`src/rtl/zigzag_dequant_row_packer_if.sv`:
```
// Stream bundle (data/valid/last/ready) shared by the coefficient input
// and the row output of zigzag_dequant_row_packer.
interface zigzag_dequant_row_packer_if #(
    parameter int W = 12
);
    logic [W-1:0] tdata;
    logic         tvalid;
    logic         tlast;
    logic         tready;

    modport master (output tdata, output tvalid, output tlast, input tready);
    modport slave  (input tdata, input tvalid, input tlast, output tready);
endinterface

```
`src/rtl/zigzag_dequant_row_packer.sv`:
```
// Zigzag coefficient dequantizer and row packer feeding the wide IDCT.
// Optional ZZ_EOB_ZERO_FILL_EN: tlast ends a block early, unwritten positions read as 0.
module zdrp_lane #(
    parameter int WIN = 12
) (
    input  logic [WIN-1:0] din,
    input  logic           keep,
    output logic [WIN-1:0] dout
);
    assign dout = keep ? din : '0;
endmodule

module zigzag_dequant_row_packer #(
    parameter int WCOEF = 12,
    parameter int WQ    = 8,
    parameter int WIN   = 12
) (
    input  logic                            clock,
    input  logic                            reset_n,
    input  logic                            qt_we,
    input  logic [5:0]                      qt_addr,
    input  logic [WQ-1:0]                   qt_data,
    zigzag_dequant_row_packer_if.slave      slave,
    zigzag_dequant_row_packer_if.master     master
);
    localparam int WP = WCOEF + WQ + 1;
    localparam logic signed [WP-1:0] MAXV = WP'((2 ** (WIN - 1)) - 1);
    localparam logic signed [WP-1:0] MINV = WP'(-(2 ** (WIN - 1)));

    // Zigzag scan index -> natural position (row*8+col).
    localparam logic [5:0] ZZ [64] = '{
         0,  1,  8, 16,  9,  2,  3, 10,
        17, 24, 32, 25, 18, 11,  4,  5,
        12, 19, 26, 33, 40, 48, 41, 34,
        27, 20, 13,  6,  7, 14, 21, 28,
        35, 42, 49, 56, 57, 50, 43, 36,
        29, 22, 15, 23, 30, 37, 44, 51,
        58, 59, 52, 45, 38, 31, 39, 46,
        53, 60, 61, 54, 47, 55, 62, 63
    };

    logic [WQ-1:0]         qt_q  [64];
    logic [WQ-1:0]         qt_d  [64];
    logic [WIN-1:0]        mem_q [2][64];
    logic [WIN-1:0]        mem_d [2][64];
    logic [1:0]            full_q, full_d;
    logic                  fill_ptr_q, fill_ptr_d;
    logic                  drain_ptr_q, drain_ptr_d;
    logic [5:0]            k_q, k_d;
    logic [2:0]            r_q, r_d;

    logic                  accept, drain_fire, eob;
    logic [5:0]            pos;
    logic signed [WP-1:0]  coef_x, q_x, prod;
    logic [WIN-1:0]        sat_val;

`ifdef ZZ_EOB_ZERO_FILL_EN
    logic [1:0][63:0]      mask_q, mask_d;
    assign eob = slave.tlast;
`else
    logic                  eob_unused;
    assign eob_unused = slave.tlast;
    assign eob = 1'b0;
`endif

    assign slave.tready  = !full_q[fill_ptr_q];
    assign accept        = slave.tvalid && slave.tready;
    assign master.tvalid = full_q[drain_ptr_q];
    assign master.tlast  = master.tvalid && (r_q == 3'd7);
    assign drain_fire    = master.tvalid && master.tready;
    assign pos           = ZZ[k_q];

    // Quant value is zero-extended so it multiplies as a non-negative signed operand.
    always_comb begin
        coef_x = WP'($signed(slave.tdata));
        q_x    = WP'($signed({1'b0, qt_q[k_q]}));
        prod   = coef_x * q_x;
        if (prod > MAXV)      sat_val = MAXV[WIN-1:0];
        else if (prod < MINV) sat_val = MINV[WIN-1:0];
        else                  sat_val = prod[WIN-1:0];
    end

    always_comb begin
        qt_d        = qt_q;
        mem_d       = mem_q;
        full_d      = full_q;
        fill_ptr_d  = fill_ptr_q;
        drain_ptr_d = drain_ptr_q;
        k_d         = k_q;
        r_d         = r_q;
`ifdef ZZ_EOB_ZERO_FILL_EN
        mask_d      = mask_q;
`endif
        if (qt_we) qt_d[qt_addr] = qt_data;

        if (accept) begin
            mem_d[fill_ptr_q][pos] = sat_val;
`ifdef ZZ_EOB_ZERO_FILL_EN
            mask_d[fill_ptr_q][pos] = 1'b1;
`endif
            k_d = k_q + 6'd1;
            if (k_q == 6'd63 || eob) begin
                full_d[fill_ptr_q] = 1'b1;
                fill_ptr_d         = !fill_ptr_q;
                k_d                = 6'd0;
            end
        end

        // Fill and drain never target the same bank in one cycle.
        if (drain_fire) begin
            r_d = r_q + 3'd1;
            if (r_q == 3'd7) begin
                full_d[drain_ptr_q] = 1'b0;
                drain_ptr_d         = !drain_ptr_q;
`ifdef ZZ_EOB_ZERO_FILL_EN
                mask_d[drain_ptr_q] = '0;
`endif
            end
        end
    end

    always_ff @(posedge clock) begin
        if (!reset_n) begin
            for (int i = 0; i < 64; i++) begin
                qt_q[i]     <= WQ'(1);
                mem_q[0][i] <= '0;
                mem_q[1][i] <= '0;
            end
            full_q      <= '0;
            fill_ptr_q  <= 1'b0;
            drain_ptr_q <= 1'b0;
            k_q         <= '0;
            r_q         <= '0;
`ifdef ZZ_EOB_ZERO_FILL_EN
            mask_q      <= '0;
`endif
        end else begin
            qt_q        <= qt_d;
            mem_q       <= mem_d;
            full_q      <= full_d;
            fill_ptr_q  <= fill_ptr_d;
            drain_ptr_q <= drain_ptr_d;
            k_q         <= k_d;
            r_q         <= r_d;
`ifdef ZZ_EOB_ZERO_FILL_EN
            mask_q      <= mask_d;
`endif
        end
    end

    // Column 0 lands in the top slice of the row word.
    for (genvar c = 0; c < 8; c++) begin : g_col
        logic keep;
`ifdef ZZ_EOB_ZERO_FILL_EN
        assign keep = mask_q[drain_ptr_q][{r_q, 3'(c)}];
`else
        assign keep = 1'b1;
`endif
        zdrp_lane #(.WIN(WIN)) u_lane (
            .din  (mem_q[drain_ptr_q][{r_q, 3'(c)}]),
            .keep (keep),
            .dout (master.tdata[(7 - c) * WIN +: WIN])
        );
    end
endmodule
```
`src/flat_wrapper.sv`:
```
// flat-port wrapper written by rule: the top's interface ports become plain ports
module zigzag_dequant_row_packer_flat 
#(
    parameter int WCOEF = 12,
    parameter int WQ    = 8,
    parameter int WIN   = 12
)
  (clock, reset_n, qt_we, qt_addr, qt_data, slave_tdata, slave_tvalid, slave_tlast, slave_tready, master_tdata, master_tvalid, master_tlast, master_tready);
  zigzag_dequant_row_packer_if slave_i ();
  zigzag_dequant_row_packer_if master_i ();
  input  logic clock;
  input  logic reset_n;
  input  logic qt_we;
  input  logic [5:0] qt_addr;
  input  logic [WQ-1:0] qt_data;
  input wire logic [$bits(slave_i.tdata)-1:0] slave_tdata;
  input wire logic [$bits(slave_i.tvalid)-1:0] slave_tvalid;
  input wire logic [$bits(slave_i.tlast)-1:0] slave_tlast;
  output wire logic [$bits(slave_i.tready)-1:0] slave_tready;
  output wire logic [$bits(master_i.tdata)-1:0] master_tdata;
  output wire logic [$bits(master_i.tvalid)-1:0] master_tvalid;
  output wire logic [$bits(master_i.tlast)-1:0] master_tlast;
  input wire logic [$bits(master_i.tready)-1:0] master_tready;
  assign slave_i.tdata = slave_tdata;
  assign slave_i.tvalid = slave_tvalid;
  assign slave_i.tlast = slave_tlast;
  assign slave_tready = slave_i.tready;
  assign master_tdata = master_i.tdata;
  assign master_tvalid = master_i.tvalid;
  assign master_tlast = master_i.tlast;
  assign master_i.tready = master_tready;
  zigzag_dequant_row_packer #(.WCOEF(WCOEF), .WQ(WQ), .WIN(WIN)) u_core (.clock(clock), .reset_n(reset_n), .qt_we(qt_we), .qt_addr(qt_addr), .qt_data(qt_data), .slave(slave_i), .master(master_i));
endmodule
```
`config.mk`:
```
export PLATFORM = sky130hd
export DESIGN_NAME = zigzag_dequant_row_packer_flat
export DESIGN_NICKNAME = d
export VERILOG_FILES = /design/src/rtl/zigzag_dequant_row_packer_if.sv /design/src/rtl/zigzag_dequant_row_packer.sv /design/src/flat_wrapper.sv
export SDC_FILE = /design/constraint.sdc
export NUM_CORES = 2
export LEC_CHECK = 0
export CAP_MARGIN = 20
export CORE_AREA = 2 2 245 247
export DETAILED_ROUTE_END_ITERATION = 10
export DIE_AREA = 0 0 247 249
export PLACE_DENSITY_LB_ADDON = 0.08
export SETUP_SLACK_MARGIN = 0.3
export SYNTH_ARGS = -nofsm -noshare
export SYNTH_HDL_FRONTEND = slang
export SYNTH_SLANG_ARGS = --single-unit
```
`constraint.sdc`:
```
create_clock -name clock -period 11.2 [get_ports clock]
set_input_delay 1.12 -clock clock [delete_from_list [all_inputs] [get_ports clock]]
set_output_delay 1.12 -clock clock [all_outputs]
set_load 0.02 [all_outputs]
```
=== Word level (Yosys, flattened, before mapping) ===
Memories as Yosys holds them, arrays and structs flattened.
Cells that the tools add are included.

* Register bits: 2061
* ROM bits: 384
* Output and inout port bits: 15
* Logic and storage cells: 274
* Memories: 1

{| class="wikitable"
|+ Memories
! name !! words !! bits a word !! read ports !! clocked after memory_dff !! wr ports !! line !! RTL
|-
| (no name shown) || 64 || 6 || 1 || 0 || 0 || zigzag_dequant_row_packer.sv:71 || <nowiki>assign pos = ZZ[k_q];</nowiki>
|}

* $add $sub $neg: 2
* Multiply operators: 1
* Order comparisons: 15
* Equality and inequality tests: 2
* Muxes and demuxes: 34
* Bitwise gates (word level): 9
* Reductions and logical operators: 13

{| class="wikitable"
|+ Operators by type and width
! kind !! number
|-
| 768-bit two-way mux || 4
|-
| 1536-bit bitwise mux || 1
|-
| 768-bit demux with 1-bit select || 1
|-
| 512-bit bitwise mux || 1
|-
| 12-bit binary-select mux with 6-bit select || 1
|-
| 12-bit demux with 6-bit select || 1
|-
| 12-bit two-way mux || 5
|-
| 8-bit binary-select mux with 6-bit select || 1
|-
| 8-bit demux with 6-bit select || 1
|-
| 7-bit greater-or-equal comparator (second input constant) || 4
|-
| 6-bit NOT with 7-bit output || 4
|-
| 8-bit two-way mux || 3
|-
| 21-bit by 12-bit > comparator with 1-bit output (second input constant) || 1
|-
| 21-bit by 12-bit less-than comparator with 1-bit output (second input constant) || 1
|-
| 12-bit by 9-bit multiplier with 21-bit output || 1
|-
| 6-bit two-way mux || 3
|-
| 7-bit by 1-bit less-than comparator with 1-bit output (second input constant) || 2
|-
| 1-bit logical AND || 8
|-
| 2-bit two-way mux || 4
|-
| 6-bit by 1-bit adder with 6-bit output (second input constant) || 1
|-
| 6-bit == test (second input constant) || 1
|-
| 1-bit two-way mux || 6
|-
| 2-bit greater-or-equal comparator (second input constant) || 2
|-
| 1-bit by 2-bit less-than comparator with 1-bit output (second input constant) || 2
|-
| 11 further kinds || 17
|}

=== Logic depth before layout (Yosys ltp) ===
* Depth after elaboration: 12
* Gate-level depth with buffers: 33
* Depth with buffers taken out: 24

=== Hierarchy ===
Synthesis repeated with hierarchy kept, for this count alone.

* Cells, all modules: 3597
* Area total of the unflattened synthesis: 35554.1 sq um

{| class="wikitable"
|+ Modules (own cells, without submodules)
! module !! times used !! cells an instance !! area an instance (sq um) !! seq. area each (sq um)
|-
| zigzag_dequant_row_packer || 1 || 3584 || 35457.8 || 14353.8
|-
| zdrp_lane || 1 || 13 || 96.3 || 0.0
|}

=== Worst setup path after synthesis ===
No wires, ideal clock.

* Path type: flip-flop to flip-flop
* Start point: register u_core.k_q[1]
* End point: register u_core.mem_q[10] in the netlist's numbering
* Library setup time: 0.145 ns
* Arrival time: 7.777 ns
* Data required time: 11.055 ns
* Setup slack: 3.278 ns
* Cell stages (with the launch flop): 27
* Clock period less this slack: 7.922 ns
* Path through: dfxtp_1 buf_2 buf_2 buf_2 buf_1 mux4_2 mux4_2 mux4_2 buf_2 and2_1 fa_1 fa_1 fa_1 inv_1 fa_1 inv_1 ha_1 a2111o_1 a21o_1 a221oi_2 mux2_2 nor4_1 nand4_1 nand2_1 clkbuf_1 buf_1 a41oi_1

* Word-level cells in the longest chain between the ends: 12
* Elaborated cells between the ends (all ways): 21
* Those cells by class: 1 x mul; 4 x order compare; 12 x mux; 2 x bitwise; 1 x reduce/logical; 1 x memory

{| class="wikitable"
|+ Ends and longest elaborated chain
! what !! line !! RTL
|-
| start, declared || zigzag_dequant_row_packer.sv:49 || <nowiki>logic [5:0] k_q, k_d;</nowiki>
|-
| start signal, assigned || zigzag_dequant_row_packer.sv:143 || <nowiki>k_q <= k_d;</nowiki>
|-
| 6-bit NOT with 7-bit output (implied by the code) * || zigzag_dequant_row_packer.sv:71, zigzag_dequant_row_packer.sv:76 ||
|-
| parallel branches: the longest is 10 deep, another holds 12-bit by 9-bit multiplier with 21-bit output || - ||
|-
| 1536-bit bitwise mux * || zigzag_dequant_row_packer.sv:97 || <nowiki>mem_d[fill_ptr_q][pos] = sat_val;</nowiki>
|-
| end signal, assigned || zigzag_dequant_row_packer.sv:139 || <nowiki>mem_q <= mem_d;</nowiki>
|-
| end, declared || zigzag_dequant_row_packer.sv:44 || <nowiki>logic [WIN-1:0] mem_q [2][64];</nowiki>
|}

Every way passes the cells marked *. The select of a mux whose other input is x is not followed.
A chain may end at the register's enable or synchronous reset.

=== Worst setup path after layout ===
* Start point: register u_core.k_q[1]
* End point: register u_core.mem_q[1] in the netlist's numbering

Same word-level chain as after synthesis.

==> impl_results.md <==
* Final max-slew violation count at 0
* Max Freq at roughly 100 MHz
* Syn_area_per_cell at about 10 um^2
* Port-buffer cells at between 40 and 50
* Largest net degree at the start of global routing at 298
* Max_cap viols at 0
* Status: finished, final reports clean
* Share of the synthesized area in the top cell type at 0.386
* Post-DRT Antenna Nets at 0
* RSZ-0062 raised after global routing: false
* Core Region at between 0.05 and 0.06 mm^2
* Layout cells sized above 1 at 0.121
* Clock Tree Root: clkbuf_16
* Async S/R FF share, synth at 0
* Layout area overhead at 8.41%
* Worst r2r src: u_core.k_q[1]$_SDFFE_PN0P_
* CTS clk-pin slew, worst paths at ~0.06 ns
* Cells after DPL at roughly 4.2k
* Post-synth EDFFs at 0
* CTS tree: built
* Starting DRT DRC Count at about 2.8k
* Crit share post-route at 0.852
* # nets final at approximately 3.7k
* Congestion Overflow GR at 0
* Post-synth top flop: dfxtp_1
* Residual DRC at 0
* Clock Sinks at between 700 and 800
* Cell taking the most area after synthesis: dfxtp_1
* Final cell count without fillers at 4373
* Die area at 0.0615 mm^2
* Post-route cell area at slightly above 0.04 mm^2
* Crit-path most repeated cell: inv_1
* Clock Path Buffers at 3
* Final Hold Viols at 0
* Nature of the critical path startpoint: flop
* Worst slew margin at 0.169
* Worst hold endpoint: u_core.qt_q[427]$_SDFFE_PN0P_
* IO Count at 47
* Leak at roughly 13 nW
* Met1 GRT Util at 0.413
* CP Capture Type: flop
* Met3 Track Usage GR at 0.0428
* Post-DP HPWL at ~59 mm
* Crit-path max cell delay at between 0.9 and 1 ns
* Gr busiest metal: met2
* Hold path start: u_core.qt_q[427]$_SDFFE_PN0P_
* Area after DPL at about 0.038 mm^2
* FF-to-FF setup slack at ~1.7 ns
* Die width at between 200 and 250 um
* Initial Util at 0.634
* Hold-fix buffers, CTS at 0
* Actual slew at the worst max-slew pin at about 1.2 ns
* Met2 usage at 0.530
* Worst skew pair latency at 0.64 ns
* Worst Hold Depth at 2
* Syn_nets at just under 4k
* Area contributors post-synth: dfxtp_1 39%, mux4_2 13%, mux2i_1 8.3%
* Setup tns final at 0 ns
* WL final at between 90 and 100 mm
* Crit Path Max Fanout at 57
* Worst hold path type: flop to flop
* Initial antenna violation count at 0
* Routed vias at ~28k
* Number of CTS-inserted buffers at 75
* Pwr Density at around 140 mW/mm^2
* RR Endpoint: u_core.mem_q[1]$_SDFFE_PN0P_
* DR pass1 iterations at 6
* Post-CTS setup repair buffer count at 0
* Setup violators final at 0
* First-pass GRT wire length at about 150 mm
* H-tree levels at 3
* FP Rows at 89
* Distinct cells, synth at 66
* Fill cells at approximately 4.3k
* Sequential element share of the synthesized area at 0.386
* Final hold slack at approximately 0.46 ns
* Clock Skews at 0.0317 ns
* Commonest non-fill, non-tap cell in the layout: dfxtp_1
* Worst r2r path cells at 26
* DR WL/cell at approximately 22 um
* Yosys warning count at 0
* Crit path max-delay cell type: dfxtp_4
* Req. time, crit path at around 12 ns
* Crit path arrival time at just over 10 ns
* Worst VDD drop at roughly 0.13 mV
* Die height at 249 um
* Minimum clock period at about 9.5 ns
* Ant diodes at 0
* GPL Wtd Cong at about 0.86
* Cell count after synthesis at 3717
* Yosys reg bits at roughly 720
* Synth Cell Area at around 0.037 mm^2
* Number of global-route vias before repair at 28.1k
* Vias per cell at 6.47
* Post_cts resized at 0
* Crit Path Class: flop to flop
* Total track usage at 0.318
* Most frequent cells in the layout: 712 x dfxtp_1, 418 x nand2_1, 308 x mux2i_1
[Yosys cell counts (6+ instances only)]
master / number
dfxtp_1: 717
nand2_1: 419
mux2i_1: 308
nor2b_1: 291
clkbuf_1: 287
nand3_1: 238
mux4_2: 217
a21boi_0: 200
o21ai_0: 192
a41oi_1: 176
inv_1: 134
fa_1: 78
nor2_1: 77
ha_1: 57
and2_1: 52
buf_1: 32
a21oi_1: 29
buf_2: 27
xnor2_1: 16
a211oi_1: 13
or3_1: 12
nor3_1: 11
nand3b_1: 9
nand4_1: 9
nand2b_1: 8
o211a_1: 8
and2_0: 7
buf_6: 7
a31oi_1: 6
and3_1: 6
or2_2: 6
xor2_1: 6
[cells by family (layout without fill, tap and decap cells)]
kind of cell	count (synthesis)	after routing	share of synthesized area
AOI/OAI and AO/OA	664	664	0.126
muxes	528	528	0.215
DFF	717	717	0.386
xor gates and xnor gates	22	22	0.00518
adders and majority gates	135	135	0.0612
buffers and inverters	492	375	0.0522
and+or+nand+nor	1159	1159	0.154
[how the worst max path moves through the flow]
stage | from | endpoint | cells past startpoint
after floorplan | u_core.k_q[1]$_SDFFE_PN0P_ | u_core.mem_q[10]$_SDFFE_PN0P_ | 26
after global placement | u_core.k_q[1]$_SDFFE_PN0P_ | u_core.mem_q[1153]$_SDFFE_PN0P_ | 23
after detailed placement | u_core.k_q[1]$_SDFFE_PN0P_ | u_core.mem_q[297]$_SDFFE_PN0P_ | 24
after CTS | u_core.k_q[1]$_SDFFE_PN0P_ | u_core.mem_q[1]$_SDFFE_PN0P_ | 25
after global routing | u_core.k_q[0]$_SDFFE_PN0P_ | u_core.mem_q[1]$_SDFFE_PN0P_ | 26
final | u_core.k_q[1]$_SDFFE_PN0P_ | u_core.mem_q[1]$_SDFFE_PN0P_ | 26
[area by class of cell]
cell class / instances / area (um^2) / area share
clock buffers: 113 / 2250 / 0.0558
clock inverters: 21 / 262 / 0.00648
inverters: 137 / 514 / 0.0128
multi-input cells: 2508 / 21000 / 0.520
flip-flops and latches: 717 / 14400 / 0.356
well taps: 773 / 967 / 0.0240
repair buffers: 104 / 990 / 0.0245
[per-stage QoR]
stage                      util  worst slack (ns)  total power [mW]
after floorplan               -              3.28              2.91
after global placement    0.642              1.89              3.01
after detailed placement  0.642              1.80              3.02
after CTS                 0.685              1.74              5.51
after global routing      0.687              1.22              5.65
final                     0.687              1.66              5.49
[registers in the layout, summed over array words and instances (netlist names)]
signal,flops
u_core.fill_ptr_q,1
u_core.qt_q,512
u_core.k_q,6
u_core.mem_q,192
u_core.drain_ptr_q,1
u_core.full_q,2
u_core.r_q,3
[critical path: cells and delay by family, from the launching register on]
family	cells	cell delay [ns]
AO/OA/AOI/OAI	5	1.25
XOR/XNOR	1	0.17
adder cells (fa/ha/maj)	5	2.61
buffers and inverters	7	1.16
flip-flops	1	0.96
multiplexers	2	0.91
AND/OR/NAND/NOR	6	2.26
[per-layer routing]
layer,routed length (um),up-vias
met4,4130,0
met3,5820,246
li1,-,12900
met2,47700,1052
met1,40700,14100
met5,0,-
[power breakdown]
part           internal [mW]  total [mW]  switching, mW
combinational          0.135       0.388          0.253
sequential              2.56        2.58         0.0220
clock                   1.47        2.52           1.05
total                   4.16        5.49           1.33
(Power assumes the default switching activity.)
